File: src/rtl/lsu_issue_queue_param.sv
// lsu_issue_queue_param
//   Collapsing, age-ordered issue queue between dispatch and the LSU pipe.
//   Slot 0 always holds the oldest entry; valid entries are contiguous in
//   slots 0..count-1. Source readiness is tracked by snooping wakeup tag
//   broadcasts. The oldest eligible entry issues combinationally each cycle.
// Ports
//   clk, rst            clock, asynchronous active-low reset
//   flush               synchronous clear of all entries (overflow kept)
//   enq_*               two dispatch channels, channel 0 older than channel 1
//   enq_ready           space for a double enqueue (count <= DEPTH-2)
//   wake_valid/tag      WAKE_N wakeup broadcast ports
//   lsu_busy            blocks issue
//   issue_valid/payload/idx  selected entry, dequeued at the next edge
//   count               occupied entries
//   overflow            sticky: an enqueue was presented while not ready
module lsu_issue_queue_param #(
    parameter int unsigned DEPTH      = 8,
    parameter int unsigned PRF_W      = 6,
    parameter int unsigned PAYLOAD_W  = 64,
    parameter int unsigned WAKE_N     = 4,
    parameter int unsigned ORDER_MODE = 1,
    localparam int unsigned IDX_W     = $clog2(DEPTH),
    localparam int unsigned CNT_W     = $clog2(DEPTH + 1)
) (
    input  logic                      clk,
    input  logic                      rst,
    input  logic                      flush,
    input  logic [1:0]                enq_valid,
    input  logic [2*PAYLOAD_W-1:0]    enq_payload,
    input  logic [2*PRF_W-1:0]        enq_src0,
    input  logic [2*PRF_W-1:0]        enq_src1,
    input  logic [1:0]                enq_src0_rdy,
    input  logic [1:0]                enq_src1_rdy,
    input  logic [1:0]                enq_is_store,
    output logic                      enq_ready,
    input  logic [WAKE_N-1:0]         wake_valid,
    input  logic [WAKE_N*PRF_W-1:0]   wake_tag,
    input  logic                      lsu_busy,
    output logic                      issue_valid,
    output logic [PAYLOAD_W-1:0]      issue_payload,
    output logic [IDX_W-1:0]          issue_idx,
    output logic [CNT_W-1:0]          count,
    output logic                      overflow
);

    logic [DEPTH-1:0]     valid_q, store_q, rdy0_q, rdy1_q;
    logic [PRF_W-1:0]     src0_q    [DEPTH];
    logic [PRF_W-1:0]     src1_q    [DEPTH];
    logic [PAYLOAD_W-1:0] payload_q [DEPTH];
    logic [CNT_W-1:0]     count_q;
    logic                 overflow_q;

    logic [DEPTH-1:0]     n_valid, n_store, n_rdy0, n_rdy1;
    logic [PRF_W-1:0]     n_src0    [DEPTH];
    logic [PRF_W-1:0]     n_src1    [DEPTH];
    logic [PAYLOAD_W-1:0] n_payload [DEPTH];
    logic [CNT_W-1:0]     n_count;
    logic                 n_overflow;

    logic [DEPTH-1:0]     rdy0_w, rdy1_w;
    logic                 sel_found, older_store, order_ok;
    logic [IDX_W-1:0]     sel_idx;
    logic                 do_enq;
    logic [1:0]           acc;
    logic [CNT_W-1:0]     base;
    logic [CNT_W-1:0]     enq_slot [2];
    int unsigned          src;

    function automatic logic wake_hit(input logic [PRF_W-1:0]        tag,
                                      input logic [WAKE_N-1:0]       wv,
                                      input logic [WAKE_N*PRF_W-1:0] wt);
        logic hit;
        hit = 1'b0;
        for (int unsigned w = 0; w < WAKE_N; w++)
            hit = hit | (wv[w] & (wt[w*PRF_W +: PRF_W] == tag));
        return hit;
    endfunction

    // Readiness including this cycle's wakeups; only used for the next state,
    // so a woken entry becomes eligible one cycle after the broadcast.
    always_comb begin
        for (int unsigned i = 0; i < DEPTH; i++) begin
            rdy0_w[i] = rdy0_q[i] | wake_hit(src0_q[i], wake_valid, wake_tag);
            rdy1_w[i] = rdy1_q[i] | wake_hit(src1_q[i], wake_valid, wake_tag);
        end
    end

    // Oldest-first select. In mode 1 an entry is blocked only by a valid
    // store strictly older than it, so a store may still pass older loads.
    always_comb begin
        sel_found   = 1'b0;
        sel_idx     = '0;
        older_store = 1'b0;
        order_ok    = 1'b0;
        for (int unsigned i = 0; i < DEPTH; i++) begin
            order_ok = (ORDER_MODE == 0) ? (i == 0) : ~older_store;
            if (!sel_found && valid_q[i] && rdy0_q[i] && rdy1_q[i] && order_ok) begin
                sel_found = 1'b1;
                sel_idx   = IDX_W'(i);
            end
            older_store = older_store | (valid_q[i] & store_q[i]);
        end
        issue_valid   = sel_found & ~lsu_busy;
        issue_idx     = issue_valid ? sel_idx : '0;
        issue_payload = issue_valid ? payload_q[sel_idx] : '0;
    end

    assign enq_ready = (count_q <= CNT_W'(DEPTH - 2));
    assign count     = count_q;
    assign overflow  = overflow_q;

    // Next state: survivors collapse over the issued slot, then accepted
    // enqueues are packed directly behind them.
    always_comb begin
        do_enq      = enq_ready & ~flush;
        acc         = enq_valid & {2{do_enq}};
        base        = count_q - CNT_W'(issue_valid);
        enq_slot[0] = base;
        enq_slot[1] = base + CNT_W'(acc[0]);
        n_count     = base + CNT_W'(acc[0]) + CNT_W'(acc[1]);
        n_overflow  = overflow_q | ((|enq_valid) & ~enq_ready & ~flush);
        n_valid     = '0;
        n_store     = '0;
        n_rdy0      = '0;
        n_rdy1      = '0;
        src         = 0;
        for (int unsigned i = 0; i < DEPTH; i++) begin
            n_src0[i]    = '0;
            n_src1[i]    = '0;
            n_payload[i] = '0;
            src = (issue_valid && (i >= 32'(issue_idx))) ? i + 1 : i;
            if (src < 32'(count_q)) begin
                n_valid[i]   = 1'b1;
                n_store[i]   = store_q[IDX_W'(src)];
                n_rdy0[i]    = rdy0_w[IDX_W'(src)];
                n_rdy1[i]    = rdy1_w[IDX_W'(src)];
                n_src0[i]    = src0_q[IDX_W'(src)];
                n_src1[i]    = src1_q[IDX_W'(src)];
                n_payload[i] = payload_q[IDX_W'(src)];
            end
            for (int unsigned c = 0; c < 2; c++) begin
                if (acc[c] && (32'(enq_slot[c]) == i)) begin
                    n_valid[i]   = 1'b1;
                    n_store[i]   = enq_is_store[c];
                    n_src0[i]    = enq_src0[c*PRF_W +: PRF_W];
                    n_src1[i]    = enq_src1[c*PRF_W +: PRF_W];
                    n_rdy0[i]    = enq_src0_rdy[c] |
                                   wake_hit(enq_src0[c*PRF_W +: PRF_W], wake_valid, wake_tag);
                    n_rdy1[i]    = enq_src1_rdy[c] |
                                   wake_hit(enq_src1[c*PRF_W +: PRF_W], wake_valid, wake_tag);
                    n_payload[i] = enq_payload[c*PAYLOAD_W +: PAYLOAD_W];
                end
            end
        end
        if (flush) begin
            n_valid = '0;
            n_count = '0;
        end
    end

    always_ff @(posedge clk or negedge rst) begin
        if (!rst) begin
            valid_q    <= '0;
            store_q    <= '0;
            rdy0_q     <= '0;
            rdy1_q     <= '0;
            count_q    <= '0;
            overflow_q <= 1'b0;
            for (int unsigned i = 0; i < DEPTH; i++) begin
                src0_q[i]    <= '0;
                src1_q[i]    <= '0;
                payload_q[i] <= '0;
            end
        end else begin
            valid_q    <= n_valid;
            store_q    <= n_store;
            rdy0_q     <= n_rdy0;
            rdy1_q     <= n_rdy1;
            count_q    <= n_count;
            overflow_q <= n_overflow;
            src0_q     <= n_src0;
            src1_q     <= n_src1;
            payload_q  <= n_payload;
        end
    end

endmodule
File: config.mk
export PLATFORM = sky130hd
export DESIGN_NAME = lsu_issue_queue_param
export DESIGN_NICKNAME = d
export VERILOG_FILES = /design/src/rtl/lsu_issue_queue_param.sv
export SDC_FILE = /design/constraint.sdc
export NUM_CORES = 2
export LEC_CHECK = 0
export CAP_MARGIN = 30
export CORE_ASPECT_RATIO = 0.8
export CORE_UTILIZATION = 30
export CTS_CLUSTER_SIZE = 8
export DETAILED_ROUTE_END_ITERATION = 12
export GPL_TIMING_DRIVEN = 0
export PLACE_DENSITY = 0.47
export SETUP_SLACK_MARGIN = 0.4
export SKIP_CTS_REPAIR_TIMING = 1
export SLEW_MARGIN = 20
export SYNTH_ARGS = -nofsm -noshare
export SYNTH_HDL_FRONTEND = slang
export SYNTH_SLANG_ARGS = --single-unit
File: constraint.sdc
create_clock -name clk -period 4.1 [get_ports clk]
set_input_delay 1.23 -clock clk [delete_from_list [all_inputs] [get_ports clk]]
set_output_delay 1.23 -clock clk [all_outputs]
set_load 0.01 [all_outputs]
== Word-level counts from Yosys, hierarchy flattened ==
Cells that the tools add are included.

* Input port bits: 192
* Output and inout bits: 74
* Bits in registers: 645

* Equal/unequal tests: 94
* $add $sub $neg: 3
* Bitwise gates (word level): 198
* Magnitude comparators: 33
* Muxes and demuxes: 318
* Reductions and logical operators: 63

{| class="wikitable"
|+ Operator list
! cell !! count
|-
| 64-bit two-way mux || 43
|-
| 64-bit binary-select mux with 3-bit select || 9
|-
| 6-bit == test || 80
|-
| 6-bit two-way mux || 80
|-
| 6-bit binary-select mux with 3-bit select || 16
|-
| 1-bit two-way mux || 133
|-
| 1-bit AND || 91
|-
| 1-bit OR || 87
|-
| 1-bit binary-select mux with 3-bit select || 24
|-
| 1-bit logical AND || 53
|-
| 4-bit greater-or-equal comparator, second input constant || 9
|-
| 4-bit by 3-bit == test with 1-bit output, second input constant || 8
|-
| 3-bit two-way mux || 8
|-
| 3-bit inverter with 4-bit output || 6
|-
| 3-bit by 4-bit < comparator with 1-bit output, second input constant || 5
|-
| 4-bit by 2-bit == test with 1-bit output, second input constant || 4
|-
| 3-bit by 4-bit < comparator with 1-bit output || 4
|-
| 1-bit inverter || 10
|-
| 3-bit greater-or-equal comparator, first input constant || 3
|-
| 4-bit by 1-bit adder with 4-bit output || 2
|-
| 4-bit by 1-bit == test with 1-bit output, second input constant || 2
|-
| 4-bit logical NOT || 2
|-
| 2-bit by 4-bit < comparator with 1-bit output || 2
|-
| 2-bit by 4-bit < comparator with 1-bit output, second input constant || 2
|-
| 15 further kinds || 26
|}

== Logic depth before layout (Yosys ltp) ==
* Depth in word-level cells: 57
* Mapped depth: 21
* Depth with buffers taken out: 16

== Worst setup path after synthesis ==
Ideal clock, no wire load.

* Path type: register to register
* Start point: reg rdy1_q[0]
* End point: reg payload_q[291] in the netlist's numbering
* Data arrival time: 4354 ps
* Stages on the path, launching flop included: 20
* Clock period less this slack: 4480 ps
* Data required time: 3974 ps
* Slack: -380 ps
* Buffers on the path: 3
* Cells stage by stage: dfrtp_1 > and3_1 > a41oi_2 > nand3_1 > o31ai_4 > inv_2 > ha_1 > clkbuf_1 > inv_1 > ha_1 > nor2b_1 > xnor3_1 > nand2_1 > mux2i_1 > nand2_1 > nor2_1 > clkbuf_1 > clkbuf_1 > nor2_1 > a221o_1

* Longest elaborated chain between the ends: 56

{| class="wikitable"
|+ Ends and longest elaborated chain
! item !! RTL line !! text
|-
| start: declaration || 46 || <nowiki>logic [DEPTH-1:0] valid_q, store_q, rdy0_q, rdy1_q;</nowiki>
|-
| start signal: assignment || 178 || <nowiki>rdy1_q <= n_rdy1;</nowiki>
|-
| 1-bit logical AND (*) || 97 || <nowiki>if (!sel_found && valid_q[i] && rdy0_q[i] && rdy1_q[i] && order_ok) begin</nowiki>
|-
| 1-bit two-way mux (*) || 97 ||
|-
| 1-bit logical NOT || 97 ||
|-
| 1-bit logical AND (4 in series) || 97 ||
|-
| 1-bit two-way mux (*) || 97 ||
|-
| 1-bit logical NOT || 97 ||
|-
| 1-bit logical AND (4 in series) || 97 ||
|-
| 1-bit two-way mux (*) || 97 ||
|-
| [31 not listed] || - ||
|-
| net issue_valid || 39 || <nowiki>output logic issue_valid,</nowiki>
|-
| [2 not listed] || - ||
|-
| 1-bit logical AND || 131 || <nowiki>src = (issue_valid && (i >= 32'(issue_idx))) ? i + 1 : i;</nowiki>
|-
| 3-bit two-way mux || 131 ||
|-
| 3-bit inverter with 4-bit output (not written as such) || 139 || <nowiki>n_payload[i] = payload_q[IDX_W'(src)];</nowiki>
|-
| 64-bit binary-select mux with 3-bit select || 139 ||
|-
| 64-bit two-way mux (not written as such) (2 in series) || 139 ||
|-
| 64-bit two-way mux || 132 || <nowiki>if (src < 32'(count_q)) begin</nowiki>
|-
| 64-bit two-way mux || 142 || <nowiki>if (acc[c] && (32'(enq_slot[c]) == i)) begin</nowiki>
|-
| 64-bit two-way mux (*) || 142 ||
|-
| end signal: assignment || 183 || <nowiki>payload_q <= n_payload;</nowiki>
|-
| end: declaration || 49 || <nowiki>logic [PAYLOAD_W-1:0] payload_q [DEPTH];</nowiki>
|}

Mark *: on every way through the listed nets, which the timed path passes. The rest lies on a longest branch. The select of a mux whose other input is x is not followed.

== Final worst setup path ==
* Start point: reg valid_q[0]
* End point: out issue_payload[4]

* Longest elaborated chain between the ends: 50

{| class="wikitable"
|+ Ends and longest elaborated chain
! item !! RTL line !! text
|-
| start: declaration || 46 ||
|-
| start signal: assignment || 175 || <nowiki>valid_q <= n_valid;</nowiki>
|-
| 1-bit logical AND (2 in series) || 97 ||
|-
| 1-bit two-way mux || 97 ||
|-
| 1-bit logical NOT || 97 ||
|-
| 1-bit logical AND (4 in series) || 97 ||
|-
| 1-bit two-way mux || 97 ||
|-
| 1-bit logical NOT || 97 ||
|-
| 1-bit logical AND (4 in series) || 97 ||
|-
| 1-bit two-way mux || 97 ||
|-
| [23 not listed] || - ||
|-
| 1-bit two-way mux || 97 ||
|-
| 1-bit logical NOT || 97 ||
|-
| 1-bit logical AND (4 in series) || 97 ||
|-
| 3-bit two-way mux || 97 ||
|-
| 3-bit inverter with 4-bit output (not written as such) || 105 || <nowiki>issue_payload = issue_valid ? payload_q[sel_idx] : '0;</nowiki>
|-
| 64-bit binary-select mux with 3-bit select || 105 ||
|-
| 64-bit two-way mux (not written as such) (2 in series) || 105 ||
|-
| 64-bit two-way mux (*) || 105 ||
|-
| end: declaration || 40 || <nowiki>output logic [PAYLOAD_W-1:0] issue_payload,</nowiki>
|}

Mark *: on every way between the ends. The rest lies on a longest branch, timed or not. The select of a mux whose other input is x is not followed.

==> results list <==
- The count of pins over their slew limit came to 0.
- Net switching is between 30% and 40% of the power.
- The synthesized design contains 0 enable-type register cells.
* Later-pin clock latency in the skew report: about 740 ps
- Per report_power, the clock group accounts for between 30% and 40% of the total.
- Summed over all nets, the switching power comes to between 8 and 9 mW.
- Final Instance Count excl. Fillers: between 7000 and 8000
* Area contributors post-synth: sky130_fd_sc_hd__dfrtp_1 37%, sky130_fd_sc_hd__mux4_2 6.6%, sky130_fd_sc_hd__a22oi_1 5.4%, sky130_fd_sc_hd__a221o_1 5.3%, sky130_fd_sc_hd__xnor2_1 4.9%
- Beginning of the worst register-to-register path: valid_q[0]$_DFF_PN0_
- Half-perimeter wire length after placement: about 170000 um
* P_leak: around 23 nW
- FF-to-FF End: src0_q[35]$_DFFE_PN0P_
- In this run the number of H-tree levels came out at 3.
- The tool flagged a number of max-cap violations equal to 0.
- Global-route wire length before repair: roughly 330000 um
- Clock Skews: between 50 and 60 ps
- Mean instance size in the synthesized netlist: about 9.0 um^2
- Number of hold violations in the final report: 0
- Arrival time at the worst endpoint: 3910 ps
- Of all flip-flops after synthesis, the portion carrying an async set or reset was 100%.
* Setup tns final: -302160 ps
- Average wire length per cell after detail routing: 33.4 um
* Post-layout worst setup margin: -1040 ps
* Pre-Repair DR Iteration Count: 6
* Post-synthesis cell type with the largest combined area: sky130_fd_sc_hd__dfrtp_1
* Actual transition at the worst max-transition pin: 1130 ps
- The initial antenna violation count came to 16.
- Flip-flop and latch count after synthesis: 645
* Clock tree from TritonCTS: done
- The clock passes through at most 3 buffers.
- Clock tree synthesis selected as its root buffer the cell sky130_fd_sc_hd__clkbuf_16.
- Number of distinct standard cells referenced by the synthesized netlist: between 60 and 70
- Largest fanout of any net on the critical path: 5
* Combinational share of power: a little under a third
- Entering global routing, the biggest net connects between 80 and 90 pins.
- Instance count after placement with tap cells included: 6898
- Total grt overflow: 0
- Dividing total power by cell area gives a power density of between 300 and 400 nW/um^2.
- Worst r2r path cells: 21
- The worst setup path is of the reg -> out kind.
- Commonest cells post-synth: 645 x sky130_fd_sc_hd__dfrtp_1, 510 x sky130_fd_sc_hd__clkbuf_1, 347 x sky130_fd_sc_hd__nand2_1
* Clock buffers created by TritonCTS: between 90 and 100
- Critical path data required time: about 2900 ps
- Vert. Die Dim: approximately 340 um
* Synth Instances: a little under 5000
- Seq/Total Area, Yosys: a little under two fifths
* Number of sinks driven by the clock tree: ~650
- Share of the synthesized area in the top cell type: 37.1%
- The initial utilization of the core area, before any placement, comes to around 30%.
- Synth warn: 0
- The final reports fail on negative setup slack.
- Vias in the first global route: 43100
- F_max: 0.195 GHz
* Post-synthesis to final-layout area growth: 26.6%
* Per-cell via count in the routed design: 6.34
- Worst-case headroom to the max-slew limit: around a quarter
* Final WL: 240000 um
- For this run, the post-layout net count is ~5500.
- Row generation in the floorplan step produced between 100 and 150 rows.
- In this run, the number of DRC markers left after iteration 0 of detailed routing was 6649.
- Routability Congestion: a little under 1
- The smallest clock period supported by the final layout is computed as just over 5000 ps.
- Residual DRC count: 0
- In the finished design, the share of the clock period the worst path needs comes to 125%.
* Core Box Area: approximately 140000 um^2
* Min-delay worst type: in -> async
* Most repeated cell in the gate-level netlist after synthesis: sky130_fd_sc_hd__dfrtp_1
* Kind of capture point of the worst setup path: output port
- Setup repair after global routing missed its margin: true
- The tightest hold path in the finished design has a slack of 468 ps.
- In this run the tool buffered the top-level ports with 134 buffer cells.
- The routed layout has approximately 46000 vias.
- The number of nets in the synthesized netlist is between 5000 and 6000.
- Setup violations remaining at the end of the flow were counted as about 700.
* Die area: ~150000 um^2
- Internal Pwr Total: about 14 mW
- Before CTS, the worst setup slack after placement is -2650 ps.
- Share of cells above drive strength 1: between 15 and 20%
- The count of nets left with antenna violations once routing finished came out at 0.
- From left edge to right edge, the die measures roughly 430 um.
- Overall global routing resource usage: 30.9%
* Cell Area, Synth: roughly 44000 um^2
- The run finished, with violations left.
- Number of I/O pins: ~270
* Worst Setup Start Kind: flip-flop
- In this run, flip-flops and latches consume between 30 and 40% of the power.
- Across the VDD grid, the largest voltage drop is ~0.28 mV.
- Worst-path clk slew: ~60 ps
- Synth Flop Type: sky130_fd_sc_hd__dfrtp_1
* Setup slack on the worst flop-to-flop path: -680 ps
-- flip-flops by register name (all words and copies together) (netlist names) --
register   count
count          4
rdy0_q         8
src1_q        48
rdy1_q         8
valid_q        8
src0_q        48
payload_q    512
store_q        8
overflow       1
-- final cells by class --
| cell class | instances | area (um^2) |
|---|---|---|
| Inverter | 13 | 56.3 |
| Fill cell | 14400 | 88400 |
| Multi-Input combinational cell | 3418 | 25500 |
| Antenna cell | 14 | 35.0 |
| Sequential cell | 645 | 16100 |
| Tap cell | 1890 | 2360 |
| Clock buffer | 102 | 2370 |
| Clock inverter | 9 | 123 |
| Timing Repair Buffer | 358 | 4270 |
| Buffer | 733 | 4260 |
-- worst max-delay path: stages (launching register included) --
cell and delay (ps):
sky130_fd_sc_hd__dfrtp_2 450, sky130_fd_sc_hd__a222oi_1 390, sky130_fd_sc_hd__buf_4 210, sky130_fd_sc_hd__nand2_4 80
sky130_fd_sc_hd__a2111oi_4 230, sky130_fd_sc_hd__o21a_4 290, sky130_fd_sc_hd__clkbuf_16 200, sky130_fd_sc_hd__buf_8 130
sky130_fd_sc_hd__clkbuf_16 190, sky130_fd_sc_hd__mux4_2 570, sky130_fd_sc_hd__a22o_1 270, sky130_fd_sc_hd__clkbuf_2 150
-- cell usage in the layout, fill, tap and decap left out, types with 74 or more instances in the layout --
cell	synthesis	final
sky130_fd_sc_hd__nand4_1	82	82
sky130_fd_sc_hd__a221oi_1	161	154
sky130_fd_sc_hd__clkbuf_1	510	338
sky130_fd_sc_hd__buf_1	161	131
sky130_fd_sc_hd__o21ai_0	295	227
sky130_fd_sc_hd__nand2_1	347	308
sky130_fd_sc_hd__dfrtp_1	645	641
sky130_fd_sc_hd__xnor2_1	245	244
sky130_fd_sc_hd__o22ai_1	77	77
sky130_fd_sc_hd__clkbuf_16	0	126
sky130_fd_sc_hd__a21oi_1	328	311
sky130_fd_sc_hd__and3_1	81	80
sky130_fd_sc_hd__nand3_1	92	91
sky130_fd_sc_hd__a221o_1	231	231
sky130_fd_sc_hd__xor2_1	240	240
sky130_fd_sc_hd__a22oi_1	314	312
sky130_fd_sc_hd__buf_6	0	83
sky130_fd_sc_hd__buf_4	3	94
sky130_fd_sc_hd__mux4_2	128	128
sky130_fd_sc_hd__o31ai_1	79	79
sky130_fd_sc_hd__a2bb2oi_1	77	74
sky130_fd_sc_hd__clkbuf_2	1	139
sky130_fd_sc_hd__nor2_1	341	333
-- cells by family after synthesis --
family | after synthesis | synth area share (%)
AOI/OAI and AO/OA | 1705 | 27.8
xor gates and xnor gates | 486 | 9.81
adders and majority gates | 14 | 0.402
buffers and inverters | 748 | 6.65
DFF | 645 | 37.1
muxes | 140 | 6.90
and+or+nand+nor | 1073 | 11.3
-- per-layer routing --
| layer | track usage (%) | wire [um] |
|---|---|---|
| met5 | 0 | 47 |
| met3 | 7.61 | 27200 |
| met4 | 11.4 | 9090 |
| met2 | 44.0 | 99100 |
| met1 | 44.9 | 104000 |
-- power groups by stage --
stage | clock network, mW | logic, mW | registers [mW]
global route | 7.56 | 7.17 | 7.88
floorplan | 0 | 3.57 | 7.58
CTS | 7.34 | 5.80 | 7.77
detailed placement | 0 | 5.77 | 7.87
finish | 7.32 | 6.86 | 7.81
global placement | 0 | 5.59 | 7.90
-- stage by stage --
stage               utilization [%]  power, mW  cell area, um^2
floorplan                         -       11.2            43900
global placement               33.2       13.5            47600
detailed placement             33.9       13.6            48600
CTS                            35.6       20.9            51100
global route                   38.4       22.6            55100
finish                         38.4       22.0            55100
-- worst max-delay path by stage --
stage / start / endpoint / slack (ps) / depth (start not counted)
2_1_floorplan: valid_q[1]$_DFF_PN0_ / payload_q[495]$_DFFE_PN0P_ / 140 / 21
3_3_place_gp: rst / payload_q[393]$_DFFE_PN0P_ / -31110 / 1
3_5_place_dp: lsu_busy / payload_q[269]$_DFFE_PN0P_ / -2650 / 16
4_1_cts: store_q[0]$_DFFE_PN0P_ / issue_payload[5] / -2150 / 9
5_1_grt: valid_q[0]$_DFF_PN0_ / issue_payload[28] / -1030 / 13
6_report: valid_q[0]$_DFF_PN0_ / issue_payload[4] / -1040 / 11
No activity file was read; power rests on OpenSTA's default activity.
